## config.mk

```make
export PLATFORM = sky130hd
export DESIGN_NAME = gaussian_filter_arb
export DESIGN_NICKNAME = d
export VERILOG_FILES = /design/src/rtl/gfa_pkg.sv /design/src/rtl/gfa_rr_pick.sv /design/src/rtl/gaussian_filter_arb.sv
export SDC_FILE = /design/constraint.sdc
export NUM_CORES = 1
export LEC_CHECK = 0
export CAP_MARGIN = 20
export CORE_AREA = 2 2 99 101
export CTS_CLUSTER_DIAMETER = 120
export DETAILED_ROUTE_END_ITERATION = 8
export DIE_AREA = 0 0 101 103
export PLACE_DENSITY = 0.81
export REMOVE_ABC_BUFFERS = 1
export SETUP_SLACK_MARGIN = 0.4
export SLEW_MARGIN = 5
export SYNTH_ARGS = -nofsm -noshare
export SYNTH_HDL_FRONTEND = slang
export SYNTH_SLANG_ARGS = --single-unit
```

## constraint.sdc

```tcl
create_clock -name i_clk -period 3.6 [get_ports i_clk]
set_input_delay 0.72 -clock i_clk [delete_from_list [all_inputs] [get_ports i_clk]]
set_output_delay 0.72 -clock i_clk [all_outputs]
set_load 0.05 [all_outputs]
```

## src/rtl/gfa_pkg.sv

```systemverilog
// Shared types and widths for the Gaussian filter frame arbiter.
package gfa_pkg;

  localparam int unsigned RGB_W = 24;
  localparam int unsigned RES_W = 32;

  typedef enum logic [1:0] {
    StIdle,
    StStream,
    StDrain
  } gfa_state_e;

  typedef logic owner_idx_t;

  function automatic logic [1:0] owner_onehot(input owner_idx_t idx);
    return idx ? 2'b10 : 2'b01;
  endfunction

endpackage

```

## src/rtl/gfa_rr_pick.sv

```systemverilog
// Combinational 2-way round-robin selector; on a tie the side that did not win last time wins.
module gfa_rr_pick
  import gfa_pkg::*;
(
  input  logic [1:0] vld_i,
  input  owner_idx_t rr_last_i,
  output logic [1:0] grant_o
);

  always_comb begin
    grant_o = 2'b00;
    case (vld_i)
      2'b01:   grant_o = 2'b01;
      2'b10:   grant_o = 2'b10;
      2'b11:   grant_o = rr_last_i ? 2'b01 : 2'b10;
      default: grant_o = 2'b00;
    endcase
  end

endmodule

```

## src/rtl/gaussian_filter_arb.sv

```systemverilog
// Frame-granular arbiter sharing one GaussianFilter between two pixel streams.
// Define GFA_WATCHDOG_EN to add o_timeout and a DRAIN-state result watchdog.
module gaussian_filter_arb
  import gfa_pkg::*;
#(
  parameter int unsigned PIX_PER_FRAME  = 65536,
  parameter int unsigned CNT_W          = $clog2(PIX_PER_FRAME + 1)
`ifdef GFA_WATCHDOG_EN
  ,
  parameter int unsigned TIMEOUT_CYCLES = 1024
`endif
) (
  input  logic             i_clk,
  input  logic             i_rst,
  input  logic             i_req0_rgb_vld,
  input  logic [RGB_W-1:0] i_req0_rgb_data,
  output logic             o_req0_rgb_busy,
  output logic             o_res0_vld,
  output logic [RES_W-1:0] o_res0_data,
  input  logic             i_res0_busy,
  input  logic             i_req1_rgb_vld,
  input  logic [RGB_W-1:0] i_req1_rgb_data,
  output logic             o_req1_rgb_busy,
  output logic             o_res1_vld,
  output logic [RES_W-1:0] o_res1_data,
  input  logic             i_res1_busy,
  output logic             o_flt_rgb_vld,
  output logic [RGB_W-1:0] o_flt_rgb_data,
  input  logic             i_flt_rgb_busy,
  input  logic             i_flt_result_vld,
  input  logic [RES_W-1:0] i_flt_result_data,
  output logic             o_flt_result_busy,
`ifdef GFA_WATCHDOG_EN
  output logic             o_timeout,
`endif
  output logic [1:0]       o_grant
);

  localparam logic [CNT_W-1:0] FrameLen = CNT_W'(PIX_PER_FRAME);

  gfa_state_e       state_q, state_d;
  owner_idx_t       owner_q, owner_d;
  owner_idx_t       rr_last_q, rr_last_d;
  logic [CNT_W-1:0] in_cnt_q, in_cnt_d;
  logic [CNT_W-1:0] out_cnt_q, out_cnt_d;
  logic [1:0]       pick_grant;

  logic             active, in_done, out_done;
  logic             own_rgb_vld, own_rgb_busy, own_res_busy;
  logic [RGB_W-1:0] own_rgb_data;
  logic             flt_vld, flt_res_busy, res_vld;
  logic             in_xfer, out_xfer;
  logic             frame_end;

  gfa_rr_pick u_rr_pick (
    .vld_i     ({i_req1_rgb_vld, i_req0_rgb_vld}),
    .rr_last_i (rr_last_q),
    .grant_o   (pick_grant)
  );

  // Zero-latency routing between the current owner and the filter.
  always_comb begin
    active       = (state_q != StIdle);
    in_done      = (in_cnt_q == FrameLen);
    out_done     = (out_cnt_q == FrameLen);
    own_rgb_vld  = owner_q ? i_req1_rgb_vld : i_req0_rgb_vld;
    own_rgb_data = owner_q ? i_req1_rgb_data : i_req0_rgb_data;
    own_res_busy = owner_q ? i_res1_busy : i_res0_busy;

    flt_vld      = active & ~in_done & own_rgb_vld;
    own_rgb_busy = ~active | in_done | i_flt_rgb_busy;
    flt_res_busy = ~active | out_done | own_res_busy;
    res_vld      = active & ~out_done & i_flt_result_vld;
    in_xfer      = flt_vld & ~i_flt_rgb_busy;
    out_xfer     = i_flt_result_vld & ~flt_res_busy;

    o_flt_rgb_vld     = flt_vld;
    o_flt_rgb_data    = active ? own_rgb_data : '0;
    o_flt_result_busy = flt_res_busy;
    o_req0_rgb_busy   = (active && !owner_q) ? own_rgb_busy : 1'b1;
    o_req1_rgb_busy   = (active &&  owner_q) ? own_rgb_busy : 1'b1;
    o_res0_vld        = res_vld & ~owner_q;
    o_res1_vld        = res_vld &  owner_q;
    o_res0_data       = (active && !owner_q) ? i_flt_result_data : '0;
    o_res1_data       = (active &&  owner_q) ? i_flt_result_data : '0;
    o_grant           = active ? owner_onehot(owner_q) : 2'b00;
  end

`ifdef GFA_WATCHDOG_EN
  localparam int unsigned WdW = $clog2(TIMEOUT_CYCLES + 1);

  logic [WdW-1:0] wd_cnt_q, wd_cnt_d;
  logic           wd_expired;

  assign wd_expired = (state_q == StDrain) && (wd_cnt_q == WdW'(TIMEOUT_CYCLES));
  assign o_timeout  = wd_expired;
`endif

  always_comb begin
    state_d   = state_q;
    owner_d   = owner_q;
    rr_last_d = rr_last_q;
    in_cnt_d  = in_cnt_q + CNT_W'(in_xfer);
    out_cnt_d = out_cnt_q + CNT_W'(out_xfer);
    frame_end = 1'b0;

    case (state_q)
      StIdle: begin
        in_cnt_d  = '0;
        out_cnt_d = '0;
        if (|pick_grant) begin
          owner_d = pick_grant[1];
          state_d = StStream;
        end
      end
      StStream, StDrain: begin
        // Completion is judged on the post-transfer counts so that a last pixel and a
        // last result landing together still close the frame.
        if ((in_cnt_d == FrameLen) && (out_cnt_d == FrameLen)) begin
          frame_end = 1'b1;
        end else if (in_cnt_d == FrameLen) begin
          state_d = StDrain;
        end
      end
      default: state_d = StIdle;
    endcase

`ifdef GFA_WATCHDOG_EN
    if (wd_expired) begin
      frame_end = 1'b1;
    end
`endif

    if (frame_end) begin
      state_d   = StIdle;
      in_cnt_d  = '0;
      out_cnt_d = '0;
      rr_last_d = owner_q;
    end

`ifdef GFA_WATCHDOG_EN
    wd_cnt_d = '0;
    if ((state_q == StDrain) && (state_d == StDrain) && !out_xfer) begin
      wd_cnt_d = wd_cnt_q + WdW'(1);
    end
`endif
  end

  always_ff @(posedge i_clk or negedge i_rst) begin
    if (!i_rst) begin
      state_q   <= StIdle;
      owner_q   <= 1'b0;
      rr_last_q <= 1'b1;
      in_cnt_q  <= '0;
      out_cnt_q <= '0;
    end else begin
      state_q   <= state_d;
      owner_q   <= owner_d;
      rr_last_q <= rr_last_d;
      in_cnt_q  <= in_cnt_d;
      out_cnt_q <= out_cnt_d;
    end
  end

`ifdef GFA_WATCHDOG_EN
  always_ff @(posedge i_clk or negedge i_rst) begin
    if (!i_rst) begin
      wd_cnt_q <= '0;
    end else begin
      wd_cnt_q <= wd_cnt_d;
    end
  end
`endif

endmodule
```

==> results of run 1 <==
-- through the flow --
stage                     power (mW)  hold slack [ps]  setup TNS (ps)  cells  worst slack, ps
after floorplan                 2.36              424          -41660    373            -1030
after global placement          3.97              485          -10410    727             -346
after detailed placement        4.02              494          -13820    727             -472
after CTS                       4.53              513           -4480    750             -153
after global routing            4.75              548          -12460    756             -405
final                           4.59              530           -9790    756             -334
-- area by class of cell --
class,instances,area (sq um),area share (%)
repair buffers,261,3090,46.9
flip-flops and latches,38,953,14.5
well taps,114,143,2.17
clock inverters,3,68.8,1.05
inverters,11,41.3,0.627
multi-input cells,324,2220,33.8
clock buffers,5,68.8,1.05
-- registers in the layout (all words and copies together) (netlist names) --
| name | count |
|---|---|
| in_cnt_q | 17 |
| out_cnt_q | 17 |
| state_q | 2 |
| owner_q | 1 |
| rr_last_q | 1 |
-- cells in the mapped netlist (2+ instances only) --
| master | instances | area (sq um) |
|---|---|---|
| nor2_1 | 76 | 285 |
| and2_1 | 64 | 400 |
| dfrtp_1 | 37 | 926 |
| mux2i_1 | 27 | 270 |
| xnor2_1 | 23 | 201 |
| nand3_1 | 20 | 100 |
| clkbuf_1 | 19 | 71.3 |
| nand2_1 | 19 | 71.3 |
| xor2_1 | 13 | 114 |
| inv_1 | 11 | 41.3 |
| nand4_1 | 11 | 68.8 |
| nor3_1 | 10 | 50.1 |
| and3_1 | 7 | 43.8 |
| nor4_1 | 7 | 43.8 |
| buf_2 | 6 | 30.0 |
| ha_1 | 5 | 62.6 |
| nor2b_1 | 4 | 25.0 |
| or3_1 | 4 | 25.0 |
| a21oi_1 | 3 | 15.0 |
| a31oi_1 | 3 | 18.8 |
| buf_6 | 3 | 33.8 |
| nand2b_1 | 3 | 18.8 |
| a211oi_1 | 2 | 15.0 |
| buf_4 | 2 | 15.0 |
| o21ai_0 | 2 | 10.0 |
| o31ai_1 | 2 | 15.0 |
| or2_2 | 2 | 12.5 |
-- logic make-up (layout without fill, tap and decap cells) --
| family | count (synthesis) | after routing | share of synthesized area [%] |
|---|---|---|---|
| adder cells (fa/ha/maj) | 5 | 5 | 1.95 |
| AND/OR/NAND/NOR | 233 | 233 | 38.2 |
| AO/OA/AOI/OAI | 22 | 22 | 5.57 |
| multiplexers | 28 | 28 | 8.77 |
| flip-flops | 38 | 38 | 29.7 |
| XOR/XNOR | 36 | 36 | 9.82 |
| buffers and inverters | 42 | 280 | 6.08 |
-- critical path: cells and delay by family, from the launching register on --
family,cells,cell delay [ps]
DFF,1,420
AOI/OAI and AO/OA,3,770
buffers and inverters,3,470
adders and majority gates,2,380
and+or+nand+nor,7,1760
-- layer usage --
metal  up-vias  GRT usage, %
met4         0          9.25
met5         -             0
li1       1825             -
met2       197          47.0
met1      1884          27.8
met3        50          4.75
-- final timing paths --
check | start | to | slack [ps] | cells after the start
setup / recovery | in_cnt_q[9] | out_cnt_q[8] | -330 | 15
hold / removal | state_q[0] | state_q[0] | 530 | 1
setup reg to reg | in_cnt_q[9] | out_cnt_q[8] | -330 | 15
hold reg to reg | state_q[0] | state_q[0] | 530 | 1
max in group asynchronous | i_rst | owner_q | 2440 | 1
min in group asynchronous | i_rst | out_cnt_q[4] | 550 | 1
-- power by group through the flow --
stage	logic (mW)	clock network [mW]	registers, mW
after floorplan	1.83	0	0.532
after global placement	3.49	0	0.485
after detailed placement	3.53	0	0.488
after CTS	3.61	0.442	0.481
after global routing	3.80	0.465	0.491
final	3.66	0.445	0.489
-- what timing repair did --
action,in CTS,in global routing
setup buffers,13,6
pin swaps,15,9
setup endpoints to repair,35,35
resized for setup,27,15
cloned,2,0
==> results.py, run 1 <==
metrics = {
    "power_and_ir_drop": {
        "power_density_nw_per_um2": 698,
        "switchingPower_mw": 2.35,
        "leakage_nw": 2.90,
        "p_comb_share_pct": 79.7,
        "p_sw_share_pct": 51.2,
        "clock_power_share_pct": 9.7,
        "vdd_drop_max_uv": 639,
        "p_seq_share_pct": 10.7,
        "intPower_mw": 2.24,
    },
    "sta": {
        "layout_setup_ws_ps": -334,
        "fin_crit_sh_pct": 109,
        "maxSlewHeadroom_pct": 39.6,
        "rsz0062_at_grt": "true",
        "slew_viol_final": 0,
        "skew_ps": 12.8,
        "worst_pin_slew_ps": 906,
        "post-route-min-period_ps": 3930,
        "hold_viol_final": 0,
        "max_freq_mhz": 254,
        "finalSetupViolations": 33,
    },
    "placement": {
        "dp_hpwl_mm": 10.0,
        "placed_cell_area_sq_um": 6110,
        "place_congestion": 0.925,
        "io_buffers": 183,
    },
    "cts": {
        "htree_levels": 2,
        "ctsHoldBuffers": 0,
        "clkTransAtPathRegs_ps": 90,
        "cts_tree": "built",
        "clock-sinks": 38,
        "clock_latency_ps": 310,
        "clk_path_buf_depth": 2,
        "numCtsBuffers": 5,
        "clockRootBuffer": "clkbuf_8",
    },
    "global_routing": {
        "grt_pass1_vias": 3850,
        "antenna_found_initial": 0,
        "grt-ovfl-total": 0,
        "grt_pass1_wl_mm": 20.2,
        "grt_max_degree": 39,
        "grt_use_total_pct": 24.9,
    },
    "final_layout": {
        "syn_to_final_growth_pct": 105,
        "design_area_sq_um": 6580,
        "layout_commonest_cell": "clkdlybuf4s50_1",
        "nets": 734,
        "num-fill-cells": 617,
        "drive_gt1_share_pct": 29.8,
        "antenna_cells": 0,
        "final_util_pct": 69.6,
        "layout_common_cells": "clkdlybuf4s50_1 (111), buf_4 (75), nor2_1 (70), buf_12 (66), and2_1 (64)",
    },
    "setup_path": {
        "cp-end-kind": "flop",
        "cp_data_arrival_time_ps": 4120,
        "critPathMaxFanout": 8,
        "cp_slowest_cell": "or4b_4",
        "critPathKind": "reg -> reg",
        "max_stage_delay_ps": 550,
        "required_ps": 3790,
        "worstPathCellList": "nor4_4 -> nand4_1 -> o41ai_4 -> nor3_2 -> ha_2 -> ha_4 -> buf_6 -> or3_1 -> o21ai_1 -> nand4_1 -> or4b_4 -> o41ai_4 -> buf_4 -> buf_6 -> nor2_1",
        "cp-start-kind": "flop",
    },
    "floorplanning": {
        "core-area_sq_um": 9460,
        "die_h_um": 103,
        "initial_core_util_pct": 33.9,
        "ioPinCount": 184,
        "die_area_sq_um": 10400,
        "rows": 36,
        "die_w_um": 101,
    },
    "yosys": {
        "synth_cells": 404,
        "yosysWarnings": 0,
        "ys_seq_elements": 38,
        "synth-main-ff-cell": "dfrtp_1",
        "seq_area_frac_synth_pct": 29.7,
        "synth_cell_types": 46,
        "async_flop_share_pct": 100,
        "syn-cell-area_sq_um": 3210,
        "synth_edf_count": 0,
        "syn_avg_cell_area_sq_um": 7.95,
    },
    "detailed_routing": {
        "wl_per_cell_um": 19.2,
        "routed.top_layer": "met4",
        "wl_met3_um": 993,
        "ant_nets": 0,
        "post-route-drc-count": 0,
        "drtIter0Drc": 246,
        "wl_mm": 14.5,
        "routed_via_density": 5.23,
        "wl_met1_mm": 4.90,
        "met2_length_mm": 8.00,
        "vias": 3956,
        "dr.pass1.iters": 5,
    },
    "job": {
        "cap_violations": 0,
    },
    "min_path": {
        "min-delay-path-class": "reg -> reg",
    },
    "status": {
        "status": "finished, violations left",
        "violations": "setup timing",
    },
}
Note: power is estimated with default switching activity, not from simulation.
==> run 2: changes to the inputs <==
--- a/config.mk
+++ b/config.mk
@@ -13,6 +13,7 @@
 export PLACE_DENSITY = 0.81
 export REMOVE_ABC_BUFFERS = 1
 export SETUP_SLACK_MARGIN = 0.4
+export SKIP_CTS_REPAIR_TIMING = 1
 export SLEW_MARGIN = 5
 export SYNTH_ARGS = -nofsm -noshare
 export SYNTH_HDL_FRONTEND = slang
==> run 2 against run 1 <==
The flow still finishes with violations (setup timing). Cell count shrank 2.1%. Sequential cell count is the same. Die area is the same. Fmax grew 0.93%. Global-route usage shrank 2.4 points. Clock power is essentially flat. Combinational power shrank 1%. First-iteration DRC count shrank 1.6%. Wire length shrank 9.3%. Core utilization shrank 1.7 points. Design area shrank 2.4%. Register-to-register slack gained 40 ps.
==> results.py, run 2 (synthesis gave the netlist of run 1 again) <==
metrics = {
    "status": {
        "status": "finished, violations left",
        "violations": "setup timing",
    },
    "detailed_routing": {
        "dr.pass1.iters": 5,
        "drtIter0Drc": 242,
        "ant_nets": 0,
        "wl_mm": 13.1,
        "vias": 3803,
        "post-route-drc-count": 0,
        "wl_per_cell_um": 17.8,
        "routed_via_density": 5.14,
    },
    "placement": {
        "io_buffers": 183,
        "place_congestion": 0.925,
        "dp_hpwl_mm": 10.0,
    },
    "final_layout": {
        "layout_common_cells": "clkdlybuf4s50_1 (111), nor2_1 (68), buf_12 (66), and2_1 (64), buf_4 (60)",
        "drive_gt1_share_pct": 27.2,
        "syn_to_final_growth_pct": 100,
        "num-fill-cells": 647,
        "reg.largest.list": "in_cnt_q x17, out_cnt_q x17, state_q x2",
        "antenna_cells": 0,
        "layout_commonest_cell": "clkdlybuf4s50_1",
        "final_util_pct": 67.9,
        "nets": 718,
    },
    "floorplanning": {
        "initial_core_util_pct": 33.9,
        "die_w_um": 101,
        "core-area_sq_um": 9460,
        "ioPinCount": 184,
        "die_h_um": 103,
        "rows": 36,
        "die_area_sq_um": 10400,
    },
    "cts": {
        "clk_path_buf_depth": 2,
        "clockRootBuffer": "clkbuf_8",
        "htree_levels": 2,
        "clock_latency_ps": 300,
        "numCtsBuffers": 5,
        "clock-sinks": 38,
        "cts_tree": "built",
        "clkTransAtPathRegs_ps": 80,
    },
    "sta": {
        "layout_setup_ws_ps": -298,
        "worst_pin_slew_ps": 862,
        "finalSetupViolations": 31,
        "maxSlewHeadroom_pct": 42.6,
        "skew_ps": 9.87,
        "max_freq_mhz": 257,
        "hold_viol_final": 0,
        "post-route-min-period_ps": 3900,
        "rsz0062_at_grt": "true",
        "setup_tns_ps": -8740,
        "slew_viol_final": 0,
        "fin_crit_sh_pct": 108,
    },
    "setup_path": {
        "critPathMaxFanout": 7,
        "reg2reg_depth": 14,
        "required_ps": 3790,
        "cp-start-kind": "input pin",
        "r2r_slack_ps": -290,
        "cp_slowest_cell": "or4b_4",
        "cp-end-kind": "flop",
        "critPathKind": "in -> reg",
        "path_delay_family": "simple AND/OR/NAND/NOR gates",
        "worstPathCellList": "clkdlybuf4s50_1 -> mux2i_1 -> nor3_2 -> ha_2 -> ha_4 -> nand4_1 -> nor4_1 -> buf_4 -> mux2i_1 -> nand2_1 -> or4b_4 -> o41ai_4 -> buf_4 -> nor2_1",
        "timing.critical_path.buf_inv": 3,
        "cp_data_arrival_time_ps": 4090,
        "max_stage_delay_ps": 550,
        "rr_endpoint": "out_cnt_q[2]",
        "r2r-start": "in_cnt_q[13]",
    },
    "min_path": {
        "hold_start": "state_q[0]",
        "hold_depth": 1,
        "holdPathEnd": "state_q[0]",
        "min-delay-path-class": "reg -> reg",
    },
    "job": {
        "cap_violations": 0,
    },
    "power_and_ir_drop": {
        "leakage_nw": 2.82,
        "power_density_nw_per_um2": 708,
        "vdd_drop_max_uv": 602,
    },
    "global_routing": {
        "grt_max_degree": 39,
        "grt_use_total_pct": 22.5,
        "grt-ovfl-total": 0,
        "antenna_found_initial": 0,
        "grt_pass1_wl_mm": 18.6,
        "grt_pass1_vias": 3620,
    },
}
==> run 2: cell count changes in the layout (fill, tap and decap cells not counted), moves of 2 or more <==
| cell | before | now |
|---|---|---|
| buf_4 | 75 | 60 |
| dlygate4sd2_1 | 2 | 0 |
| dlymetal6s2s_1 | 1 | 3 |
| mux2i_1 | 25 | 27 |
| nor2_1 | 70 | 68 |
| nor2_2 | 6 | 4 |
| nor2_4 | 0 | 4 |
| nor4_1 | 3 | 5 |
| nor4_4 | 4 | 1 |
==> run 2: cell type report <==
type                            instances  area, sq um  area share, %
Timing Repair Buffer                  245         2970           46.2
Inverter                               11         41.3          0.643
Multi-Input combinational cell        324         2180           33.9
Clock inverter                          3         68.8           1.07
Sequential cell                        38          953           14.8
Tap cell                              114          143           2.22
Clock buffer                            5         68.8           1.07
==> run 2: worst max-delay path by stage <==
stage / cells after the start / slack, ps / startpoint / endpoint
final: 14 / -300 / i_req0_rgb_vld / out_cnt_q[2]
after global routing: 14 / -480 / in_cnt_q[0] / out_cnt_q[14]
after CTS: 13 / -380 / in_cnt_q[1] / in_cnt_q[11]
after detailed placement: 14 / -470 / i_req0_rgb_vld / in_cnt_q[11]
after global placement: 14 / -350 / i_req0_rgb_vld / in_cnt_q[9]
after floorplan: 11 / -1030 / owner_q / in_cnt_q[11]
==> run 2: worst register-to-register path, stage by stage (launching register included) <==
cell     delay (ps)
dfrtp_1         410
nor4_4          300
nand4_1         220
o41ai_4         390
nor3_2           90
ha_2            200
ha_4            160
buf_6           120
or3_1           310
o21ai_1          90
nand4_1         120
or4b_4          530
o41ai_4         540
buf_4           250
nor2_1           60
==> run 2: metal layers <==
layer | part of all wire, % | global-route usage (%)
met1 | 36 | 26.5
met2 | 54 | 41.9
met3 | 6.9 | 4.00
met4 | 3.2 | 6.86
met5 | 0 | 0
==> run 2: stage by stage <==
| step | hold slack, ps | cells | worst slack [ps] | cell area [sq um] | power [mW] |
|---|---|---|---|---|---|
| finish | 520 | 740 | -298 | 6420 | 4.55 |
| global route | 548 | 740 | -475 | 6420 | 4.71 |
| global placement | 485 | 727 | -346 | 6110 | 3.97 |
| detailed placement | 494 | 727 | -472 | 6110 | 4.02 |
| CTS | 513 | 735 | -382 | 6250 | 4.46 |
| floorplan | 424 | 373 | -1030 | 3060 | 2.36 |
==> run 2: where the power goes <==
group / internal (mW) / switching (mW) / leakage, nW / total, mW
combinational: 1.49 / 2.13 / 2.23 / 3.62
sequential: 0.453 / 0.0291 / 0.520 / 0.482
clock: 0.278 / 0.165 / 0.0683 / 0.443
total: 2.22 / 2.32 / 2.82 / 4.55
